[config.mk]
export PLATFORM = sky130hd
export DESIGN_NAME = sprite_line_scheduler_flat
export DESIGN_NICKNAME = d
export VERILOG_FILES = /design/src/rtl/sprite_line_scheduler_if.sv /design/src/rtl/sprite_line_scheduler.sv /design/src/flat_wrapper.sv
export SDC_FILE = /design/constraint.sdc
export NUM_CORES = 2
export LEC_CHECK = 0
export BUFFER_PORTS_ARGS = -buffer_cell sky130_fd_sc_hd__buf_4
export CELL_PAD_IN_SITES_DETAIL_PLACEMENT = 0
export CELL_PAD_IN_SITES_GLOBAL_PLACEMENT = 1
export CORE_MARGIN = 5
export CORE_UTILIZATION = 45
export DETAILED_ROUTE_END_ITERATION = 8
export HOLD_SLACK_MARGIN = 0.08
export PLACE_DENSITY_LB_ADDON = 0.15
export SLEW_MARGIN = 25
export SYNTH_ARGS = -nofsm -noshare
export SYNTH_HDL_FRONTEND = slang
export SYNTH_SLANG_ARGS = --single-unit
[constraint.sdc]
create_clock -name clk -period 92.6 [get_ports clk]
set_clock_uncertainty 0.1 [all_clocks]
set_input_delay 4.63 -clock clk [delete_from_list [all_inputs] [get_ports clk]]
set_output_delay 4.63 -clock clk [all_outputs]
set_load 0.005 [all_outputs]
[src/rtl/sprite_line_scheduler_if.sv]
// sprite_line_scheduler_if: video timing, sprite-table write port, sprite ROM port and composited
// pixel outputs. The scheduler sits on the slave modport; video timing/CPU/ROM sit on master.
interface sprite_line_scheduler_if #(
    parameter int ROM_AW = 11
);
    // spr_we is a one-clk write strobe that is always accepted (no ready), and rom_addr carries no
    // valid/ready: the ROM answers every presented address with rom_data exactly one clk later.
    logic              pix_en;
    logic [9:0]        hcount;
    logic [9:0]        vcount;
    logic              spr_we;
    logic [2:0]        spr_wsel;
    logic              spr_wen;
    logic [9:0]        spr_whpos;
    logic [9:0]        spr_wvpos;
    logic [8:0]        spr_whoff;
    logic [8:0]        spr_wvoff;
    logic              spr_wflip;
    logic [ROM_AW-1:0] rom_addr;
    logic [7:0]        rom_data;
    logic              spr_hit;
    logic [7:0]        spr_rgb;
    logic              busy;
    logic              line_ovf;
    logic              late;
    logic [1:0]        dbg_state;

    modport master (
        output pix_en, hcount, vcount, spr_we, spr_wsel, spr_wen, spr_whpos, spr_wvpos,
               spr_whoff, spr_wvoff, spr_wflip, rom_data,
        input  rom_addr, spr_hit, spr_rgb, busy, line_ovf, late, dbg_state
    );

    modport slave (
        input  pix_en, hcount, vcount, spr_we, spr_wsel, spr_wen, spr_whpos, spr_wvpos,
               spr_whoff, spr_wvoff, spr_wflip, rom_data,
        output rom_addr, spr_hit, spr_rgb, busy, line_ovf, late, dbg_state
    );
endinterface

[src/rtl/sprite_line_scheduler.sv]
// sprite_line_scheduler: per-line sprite table scan, shadow-slot ROM fetch, line-end swap and
// per-pixel compositing. Define SPRITE_HFLIP_EN to build horizontal mirroring.
module sprite_line_scheduler #(
    parameter int N_SPR   = 6,
    parameter int SLOTS   = 4,
    parameter int SPR_W   = 16,
    parameter int SHEET_W = 48,
    parameter int ROM_AW  = 11,
    parameter int HTOTAL  = 800,
    parameter int VTOTAL  = 521,
    parameter int FETCH_H = 0
) (
    input logic clk,
    input logic rst,
    sprite_line_scheduler_if.slave bus
);
    localparam int IW = (N_SPR > 1) ? $clog2(N_SPR) : 1;
    localparam int SW = (SLOTS > 1) ? $clog2(SLOTS) : 1;
    localparam int CW = $clog2(SPR_W);
    localparam int NW = $clog2(SLOTS + 1);

    typedef enum logic [1:0] {IDLE = 2'd0, SCAN = 2'd1, FETCH = 2'd2} state_t;

    state_t            state;
    logic [N_SPR-1:0]  t_en;
    logic [9:0]        t_hpos [N_SPR];
    logic [9:0]        t_vpos [N_SPR];
    logic [8:0]        t_hoff [N_SPR];
    logic [8:0]        t_voff [N_SPR];
    logic [SLOTS-1:0]  sh_valid, act_valid;
    logic [9:0]        sh_hpos [SLOTS];
    logic [9:0]        act_hpos [SLOTS];
    logic [CW-1:0]     sh_row [SLOTS];
    logic [8:0]        sh_hoff [SLOTS];
    logic [8:0]        sh_voff [SLOTS];
    logic [7:0]        sh_pix [SLOTS][SPR_W];
    logic [7:0]        act_pix [SLOTS][SPR_W];
`ifdef SPRITE_HFLIP_EN
    logic [N_SPR-1:0]  t_flip;
    logic [SLOTS-1:0]  sh_flip, act_flip;
`endif
    logic [IW-1:0]     scan_idx;
    logic [9:0]        tgt_line;
    logic [NW-1:0]     n_fill;
    logic              ovf_seen, discard, issuing;
    logic [SW-1:0]     f_slot, p1_slot, p2_slot;
    logic [CW-1:0]     f_col, p1_col, p2_col;
    logic              p1_v, p2_v;
    logic [ROM_AW-1:0] rom_addr_q;
    logic              hit_q, ovf_q, late_q;
    logic [7:0]        rgb_q;

    logic [9:0]    scan_row, f_rv, px_d;
    logic          scan_vis, scan_room, scan_take, scan_last, last_col, last_slot;
    logic          swap_now, late_now, px_hit;
    logic [16:0]   addr_full;
    logic [CW-1:0] px_col;
    logic [7:0]    px_pix, px_rgb;

    assign scan_row  = tgt_line - t_vpos[scan_idx];
    assign scan_vis  = t_en[scan_idx] && (scan_row < 10'(SPR_W));
    assign scan_room = n_fill < NW'(SLOTS);
    assign scan_take = scan_vis && scan_room;
    assign scan_last = scan_idx == IW'(N_SPR - 1);
    assign f_rv      = 10'(sh_row[f_slot]) + 10'(sh_voff[f_slot]);
    assign addr_full = 17'(f_rv) * 17'(SHEET_W) + 17'(sh_hoff[f_slot]) + 17'(f_col);
    assign last_col  = f_col == CW'(SPR_W - 1);
    assign last_slot = (NW'(f_slot) + NW'(1)) == n_fill;
    assign swap_now  = bus.pix_en && (bus.hcount == 10'(HTOTAL - 1));
    assign late_now  = swap_now && (state != IDLE);

    always_ff @(posedge clk or posedge rst) begin
        if (rst) begin
            t_en <= '0;
`ifdef SPRITE_HFLIP_EN
            t_flip <= '0;
`endif
            for (int i = 0; i < N_SPR; i++) begin
                t_hpos[i] <= '0;
                t_vpos[i] <= '0;
                t_hoff[i] <= '0;
                t_voff[i] <= '0;
            end
        end else if (bus.spr_we && (int'(bus.spr_wsel) < N_SPR)) begin
            t_en[bus.spr_wsel]   <= bus.spr_wen;
            t_hpos[bus.spr_wsel] <= bus.spr_whpos;
            t_vpos[bus.spr_wsel] <= bus.spr_wvpos;
            t_hoff[bus.spr_wsel] <= bus.spr_whoff;
            t_voff[bus.spr_wsel] <= bus.spr_wvoff;
`ifdef SPRITE_HFLIP_EN
            t_flip[bus.spr_wsel] <= bus.spr_wflip;
`endif
        end
    end

    // Lowest slot wins: walk from the highest slot down so lower slots overwrite.
    always_comb begin
        px_hit = 1'b0;
        px_rgb = 8'h00;
        px_d   = '0;
        px_col = '0;
        px_pix = 8'h00;
        for (int s = SLOTS - 1; s >= 0; s--) begin
            px_d   = bus.hcount - act_hpos[s];
            px_col = CW'(px_d - 10'd1);
`ifdef SPRITE_HFLIP_EN
            if (act_flip[s]) px_col = CW'(SPR_W - 1) - px_col;
`endif
            px_pix = act_pix[s][px_col];
            if (act_valid[s] && (px_d != 10'd0) && (px_d <= 10'(SPR_W)) && (px_pix != 8'hFF)) begin
                px_hit = 1'b1;
                px_rgb = px_pix;
            end
        end
    end

    always_ff @(posedge clk or posedge rst) begin
        if (rst) begin
            state <= IDLE;
            scan_idx <= '0; tgt_line <= '0; n_fill <= '0;
            ovf_seen <= 1'b0; discard <= 1'b0; issuing <= 1'b0;
            f_slot <= '0; f_col <= '0;
            p1_v <= 1'b0; p1_slot <= '0; p1_col <= '0;
            p2_v <= 1'b0; p2_slot <= '0; p2_col <= '0;
            rom_addr_q <= '0; hit_q <= 1'b0; rgb_q <= 8'h00; ovf_q <= 1'b0; late_q <= 1'b0;
            sh_valid <= '0; act_valid <= '0;
`ifdef SPRITE_HFLIP_EN
            sh_flip <= '0; act_flip <= '0;
`endif
            for (int s = 0; s < SLOTS; s++) begin
                sh_hpos[s] <= '0; act_hpos[s] <= '0;
                sh_row[s] <= '0; sh_hoff[s] <= '0; sh_voff[s] <= '0;
                for (int c = 0; c < SPR_W; c++) begin
                    sh_pix[s][c]  <= 8'h00;
                    act_pix[s][c] <= 8'h00;
                end
            end
        end else begin
            ovf_q      <= 1'b0;
            late_q     <= 1'b0;
            p1_v       <= 1'b0;
            rom_addr_q <= '0;
            p2_v       <= p1_v;
            p2_slot    <= p1_slot;
            p2_col     <= p1_col;
            if (p2_v) sh_pix[p2_slot][p2_col] <= bus.rom_data;

            case (state)
                IDLE: begin
                    if (bus.pix_en && (bus.hcount == 10'(FETCH_H))) begin
                        state    <= SCAN;
                        tgt_line <= (bus.vcount == 10'(VTOTAL - 1)) ? 10'd0 : bus.vcount + 10'd1;
                        scan_idx <= '0;
                        n_fill   <= '0;
                        ovf_seen <= 1'b0;
                        discard  <= 1'b0;
                        sh_valid <= '0;
                    end
                end
                SCAN: begin
                    if (scan_take) begin
                        sh_valid[SW'(n_fill)] <= 1'b1;
                        sh_hpos[SW'(n_fill)]  <= t_hpos[scan_idx];
                        sh_row[SW'(n_fill)]   <= CW'(scan_row);
                        sh_hoff[SW'(n_fill)]  <= t_hoff[scan_idx];
                        sh_voff[SW'(n_fill)]  <= t_voff[scan_idx];
`ifdef SPRITE_HFLIP_EN
                        sh_flip[SW'(n_fill)]  <= t_flip[scan_idx];
`endif
                        n_fill <= n_fill + NW'(1);
                    end else if (scan_vis) begin
                        ovf_seen <= 1'b1;
                    end
                    if (scan_last) begin
                        ovf_q   <= ovf_seen || (scan_vis && !scan_room);
                        f_slot  <= '0;
                        f_col   <= '0;
                        issuing <= (n_fill != '0) || scan_take;
                        state   <= ((n_fill != '0) || scan_take) ? FETCH : IDLE;
                    end else begin
                        scan_idx <= scan_idx + IW'(1);
                    end
                end
                FETCH: begin
                    if (issuing) begin
                        rom_addr_q <= addr_full[ROM_AW-1:0];
                        p1_v       <= 1'b1;
                        p1_slot    <= f_slot;
                        p1_col     <= f_col;
                        f_col      <= f_col + CW'(1);
                        if (last_col) begin
                            if (last_slot) issuing <= 1'b0;
                            else f_slot <= f_slot + SW'(1);
                        end
                    end else if (!p1_v) begin
                        // Last capture lands on this edge; a late swap voids the whole line.
                        state <= IDLE;
                        if (discard || late_now) sh_valid <= '0;
                    end
                end
                default: state <= IDLE;
            endcase

            if (swap_now) begin
                if (state != IDLE) begin
                    late_q    <= 1'b1;
                    discard   <= 1'b1;
                    act_valid <= '0;
                end else begin
                    act_valid <= sh_valid;
                    act_hpos  <= sh_hpos;
                    act_pix   <= sh_pix;
`ifdef SPRITE_HFLIP_EN
                    act_flip  <= sh_flip;
`endif
                end
            end

            if (bus.pix_en) begin
                hit_q <= px_hit;
                rgb_q <= px_rgb;
            end
        end
    end

    assign bus.rom_addr  = rom_addr_q;
    assign bus.spr_hit   = hit_q;
    assign bus.spr_rgb   = rgb_q;
    assign bus.busy      = (state != IDLE);
    assign bus.line_ovf  = ovf_q;
    assign bus.late      = late_q;
    assign bus.dbg_state = state;
endmodule

[src/flat_wrapper.sv]
// flat-port wrapper written by rule: the top's interface ports become plain ports
module sprite_line_scheduler_flat 
#(
    parameter int N_SPR   = 6,
    parameter int SLOTS   = 4,
    parameter int SPR_W   = 16,
    parameter int SHEET_W = 48,
    parameter int ROM_AW  = 11,
    parameter int HTOTAL  = 800,
    parameter int VTOTAL  = 521,
    parameter int FETCH_H = 0
)
  (clk, rst, bus_pix_en, bus_hcount, bus_vcount, bus_spr_we, bus_spr_wsel, bus_spr_wen, bus_spr_whpos, bus_spr_wvpos, bus_spr_whoff, bus_spr_wvoff, bus_spr_wflip, bus_rom_data, bus_rom_addr, bus_spr_hit, bus_spr_rgb, bus_busy, bus_line_ovf, bus_late, bus_dbg_state);
  sprite_line_scheduler_if #(.ROM_AW(ROM_AW)) bus_i ();
  input logic clk;
  input logic rst;
  input wire logic [$bits(bus_i.pix_en)-1:0] bus_pix_en;
  input wire logic [$bits(bus_i.hcount)-1:0] bus_hcount;
  input wire logic [$bits(bus_i.vcount)-1:0] bus_vcount;
  input wire logic [$bits(bus_i.spr_we)-1:0] bus_spr_we;
  input wire logic [$bits(bus_i.spr_wsel)-1:0] bus_spr_wsel;
  input wire logic [$bits(bus_i.spr_wen)-1:0] bus_spr_wen;
  input wire logic [$bits(bus_i.spr_whpos)-1:0] bus_spr_whpos;
  input wire logic [$bits(bus_i.spr_wvpos)-1:0] bus_spr_wvpos;
  input wire logic [$bits(bus_i.spr_whoff)-1:0] bus_spr_whoff;
  input wire logic [$bits(bus_i.spr_wvoff)-1:0] bus_spr_wvoff;
  input wire logic [$bits(bus_i.spr_wflip)-1:0] bus_spr_wflip;
  input wire logic [$bits(bus_i.rom_data)-1:0] bus_rom_data;
  output wire logic [$bits(bus_i.rom_addr)-1:0] bus_rom_addr;
  output wire logic [$bits(bus_i.spr_hit)-1:0] bus_spr_hit;
  output wire logic [$bits(bus_i.spr_rgb)-1:0] bus_spr_rgb;
  output wire logic [$bits(bus_i.busy)-1:0] bus_busy;
  output wire logic [$bits(bus_i.line_ovf)-1:0] bus_line_ovf;
  output wire logic [$bits(bus_i.late)-1:0] bus_late;
  output wire logic [$bits(bus_i.dbg_state)-1:0] bus_dbg_state;
  assign bus_i.pix_en = bus_pix_en;
  assign bus_i.hcount = bus_hcount;
  assign bus_i.vcount = bus_vcount;
  assign bus_i.spr_we = bus_spr_we;
  assign bus_i.spr_wsel = bus_spr_wsel;
  assign bus_i.spr_wen = bus_spr_wen;
  assign bus_i.spr_whpos = bus_spr_whpos;
  assign bus_i.spr_wvpos = bus_spr_wvpos;
  assign bus_i.spr_whoff = bus_spr_whoff;
  assign bus_i.spr_wvoff = bus_spr_wvoff;
  assign bus_i.spr_wflip = bus_spr_wflip;
  assign bus_i.rom_data = bus_rom_data;
  assign bus_rom_addr = bus_i.rom_addr;
  assign bus_spr_hit = bus_i.spr_hit;
  assign bus_spr_rgb = bus_i.spr_rgb;
  assign bus_busy = bus_i.busy;
  assign bus_line_ovf = bus_i.line_ovf;
  assign bus_late = bus_i.late;
  assign bus_dbg_state = bus_i.dbg_state;
  sprite_line_scheduler #(.N_SPR(N_SPR), .SLOTS(SLOTS), .SPR_W(SPR_W), .SHEET_W(SHEET_W), .ROM_AW(ROM_AW), .HTOTAL(HTOTAL), .VTOTAL(VTOTAL), .FETCH_H(FETCH_H)) u_core (.clk(clk), .rst(rst), .bus(bus_i));
endmodule
==> run summary <==
Status: finished, final reports clean
Initial Utilization: 45.1%
Post-place instance area: 0.0680 mm²
Vias in the first global route: 41.8k
Placer Congestion: 0.792
Number of flops mapped to enable cells by yosys: 0
First-pass GRT wire length: 256 mm
Setup Fix Bufs, Post-CTS: 0
Synth cell types: 72
Slew headroom: 21.6%
Number of synthesized register bits: 1477
H-tree depth: 4
# resized after CTS: 0
Final #Nets: 5690
Die W: 391 µm
Post-synth ARST share: 100%
Worst hold path type: reg2reg
Worst Path Required: 93170 ps
Slew Viols, Final: 0
Yosys warns: 0
Die height: 391 µm
Cell taking the most area after synthesis: dfrtp_1
Sequential share of the synthesized area: 56.5%
Layout cells sized above 1: 27.8%
Max Root-Sink Buffers: 3
Initial antenna violation count: 15
Crit end category: register
CTS buffer count: 164
Post-route cell area: 0.0736 mm²
Worst-Skew Late Latency: 790 ps
RSZ-0062 raised after global routing: false
Sink Count: 1477
Gr ovfl total: 0
Syn avg cell area: 11.9 µm²
Primary flip-flop cell chosen by synthesis mapping: dfrtp_1
Final WL: 163 mm
Crit Path Max Fanout: 36
Port-buffer cells: 96
Routed len/inst: 21.5 µm
Post-route worst setup slack: 83370 ps
Setup-failing EPs final: 0
IO Pins: 100
Hold Vio Cnt, Final: 0
Vias per cell: 5.38
CTS Hold Bufs: 0
Pwr dens: 21.2 mW/mm²
Initial DRC Count: 2257
Fin crit share: 9.97%
Mapped Nets: 5653
Largest net degree at the start of global routing: 215
Final ANT Viol Nets: 0
Clk root buf: clkbuf_16
Die area: 0.153 mm²
Gr usage total: 21.7%
Core Region: 0.145 mm²
CTS tree: done
Synth top area cells: dfrtp_1 56%, mux2_2 15%, nand2_1 10%
Period minus WS final: 9230 ps
VDD IR max: 0.0140 mV
Type of origin of the critical path: input port
DR vias: 40.8k
Fmax: 108 MHz
Worst EP arrival: 9810 ps
Detail Placement HPWL: 99.2 mm
1st-pass router iterations: 5
Mapped cell area: 0.0654 mm²
Setup tns final: 0 ps
Worst-path clk slew: 60 ps
Post-synth top area share: 56.5%
Site Rows: 140
Post-route insts no fill: 7577
Area grow syn2layout: 12.4%
Fillers: 12.9k
Place WS: 81830 ps
DRC: 0
Synthesized instance count: 5486
Placed cell count: 7272
Critical path class: in2reg
Leak pwr: 35.5 nW
Maxcap violations: 0
Worst Tran Pin Value: 1160 ps
-- metrics by stage --
stage	total power [mW]	hold slack, ps	utilization (%)
final	1.56	270	50.7
after global routing	1.63	284	50.7
after CTS	1.58	272	50.6
after detailed placement	0.920	259	46.9
after global placement	0.916	259	46.9
after floorplan	0.851	249	-
-- registers in the layout (all words and copies together), names as in the netlist, 4 cells and up --
name	flops
u_core.act_hpos	40
u_core.act_pix	512
u_core.act_valid	4
u_core.bus.rom_addr	11
u_core.bus.spr_rgb	8
u_core.f_col	4
u_core.p1_col	4
u_core.p2_col	4
u_core.sh_hoff	36
u_core.sh_hpos	40
u_core.sh_pix	512
u_core.sh_row	16
u_core.sh_valid	4
u_core.sh_voff	28
u_core.t_en	6
u_core.t_hoff	54
u_core.t_hpos	60
u_core.t_voff	42
u_core.t_vpos	60
u_core.tgt_line	10
-- report_power, final --
| group | switching [mW] | internal, mW |
|---|---|---|
| logic | 0.122 | 0.0831 |
| clock network | 0.265 | 0.385 |
| registers | 0.0208 | 0.682 |
-- cell families (layout without fill, tap and decap cells) --
family	Yosys count	after routing	synth area share [%]
compound gates	287	287	2.77
xor+xnor	62	62	0.885
fa+ha+maj	92	92	1.84
buf+inv	380	546	2.36
flops	1477	1477	56.5
mux	1151	1151	23.2
other cells	0	8	0
simple gates	2037	2037	12.5
-- routing by layer --
layer	vias up	GRT usage [%]	part of all wire, %
met2	564	33.8	46
met4	4	5.39	2.1
met3	195	3.99	4.2
li1	18800	-	-
met5	-	0	0.017
met1	21200	31.7	48
-- cell type report --
| cell class | count | area (µm²) | share of cell area [%] |
|---|---|---|---|
| Clock buffer | 251 | 4950 | 6.72 |
| Antenna cell | 8 | 20.0 | 0.0272 |
| Inverter | 76 | 293 | 0.398 |
| Tap cell | 1917 | 2400 | 3.26 |
| Sequential cell | 1477 | 37000 | 50.2 |
| Multi-Input combinational cell | 3629 | 27100 | 36.8 |
| Timing Repair Buffer | 175 | 1410 | 1.91 |
| Clock inverter | 44 | 470 | 0.639 |
-- worst max-delay path, cell delays in order --
cell and delay (ps):
buf_4 120, inv_1 320, ha_2 250, buf_4 660
ha_2 740, buf_4 400, mux4_2 400, and4_1 240
a41oi_1 190, nor3_1 80, mux2i_1 560, nand4_2 470
and2_1 430, a31o_2 270
-- synthesized netlist by cell type, types with 10 or more instances --
cell type / instances
mux2_2: 872
nor3_1: 36
nor2_1: 84
o21a_1: 10
o31ai_1: 13
dfrtp_1: 1477
o21ai_0: 107
o211ai_1: 12
mux2i_1: 74
a21oi_1: 48
inv_1: 75
nand2b_1: 13
buf_1: 27
clkbuf_1: 214
mux4_2: 205
or2_2: 17
ha_1: 85
xor2_1: 27
xnor2_1: 31
a21o_1: 20
nand4_1: 27
nor2b_1: 14
nand3_1: 30
nand2_1: 1756
buf_2: 51
-- path summary, 6_finish.rpt --
kind	start	to	slack, ps	cells after the start
worst max-delay path	bus_hcount[0]	u_core.bus.spr_rgb[7]	83370	14
worst min-delay path	u_core.p1_slot[0]	u_core.p2_slot[0]	270	0
max in group asynchronous	rst	u_core.act_pix[190]	83400	8
min in group asynchronous	rst	u_core.act_pix[345]	3860	2
worst max register to register	u_core.scan_idx[1]	u_core.sh_hpos[11]	86270	16
worst min register to register	u_core.p1_slot[0]	u_core.p2_slot[0]	270	0
-- layout by cell type, fill, tap and decap left out, types with 48 or more instances in the layout --
cell type / instances
nand2_1: 1755
dfrtp_1: 1475
mux2_2: 872
mux4_2: 205
clkbuf_16: 168
buf_4: 163
o21ai_0: 103
ha_1: 80
nor2_1: 79
inv_1: 74
mux2i_1: 74
a21oi_1: 48
(Power assumes the default switching activity.)
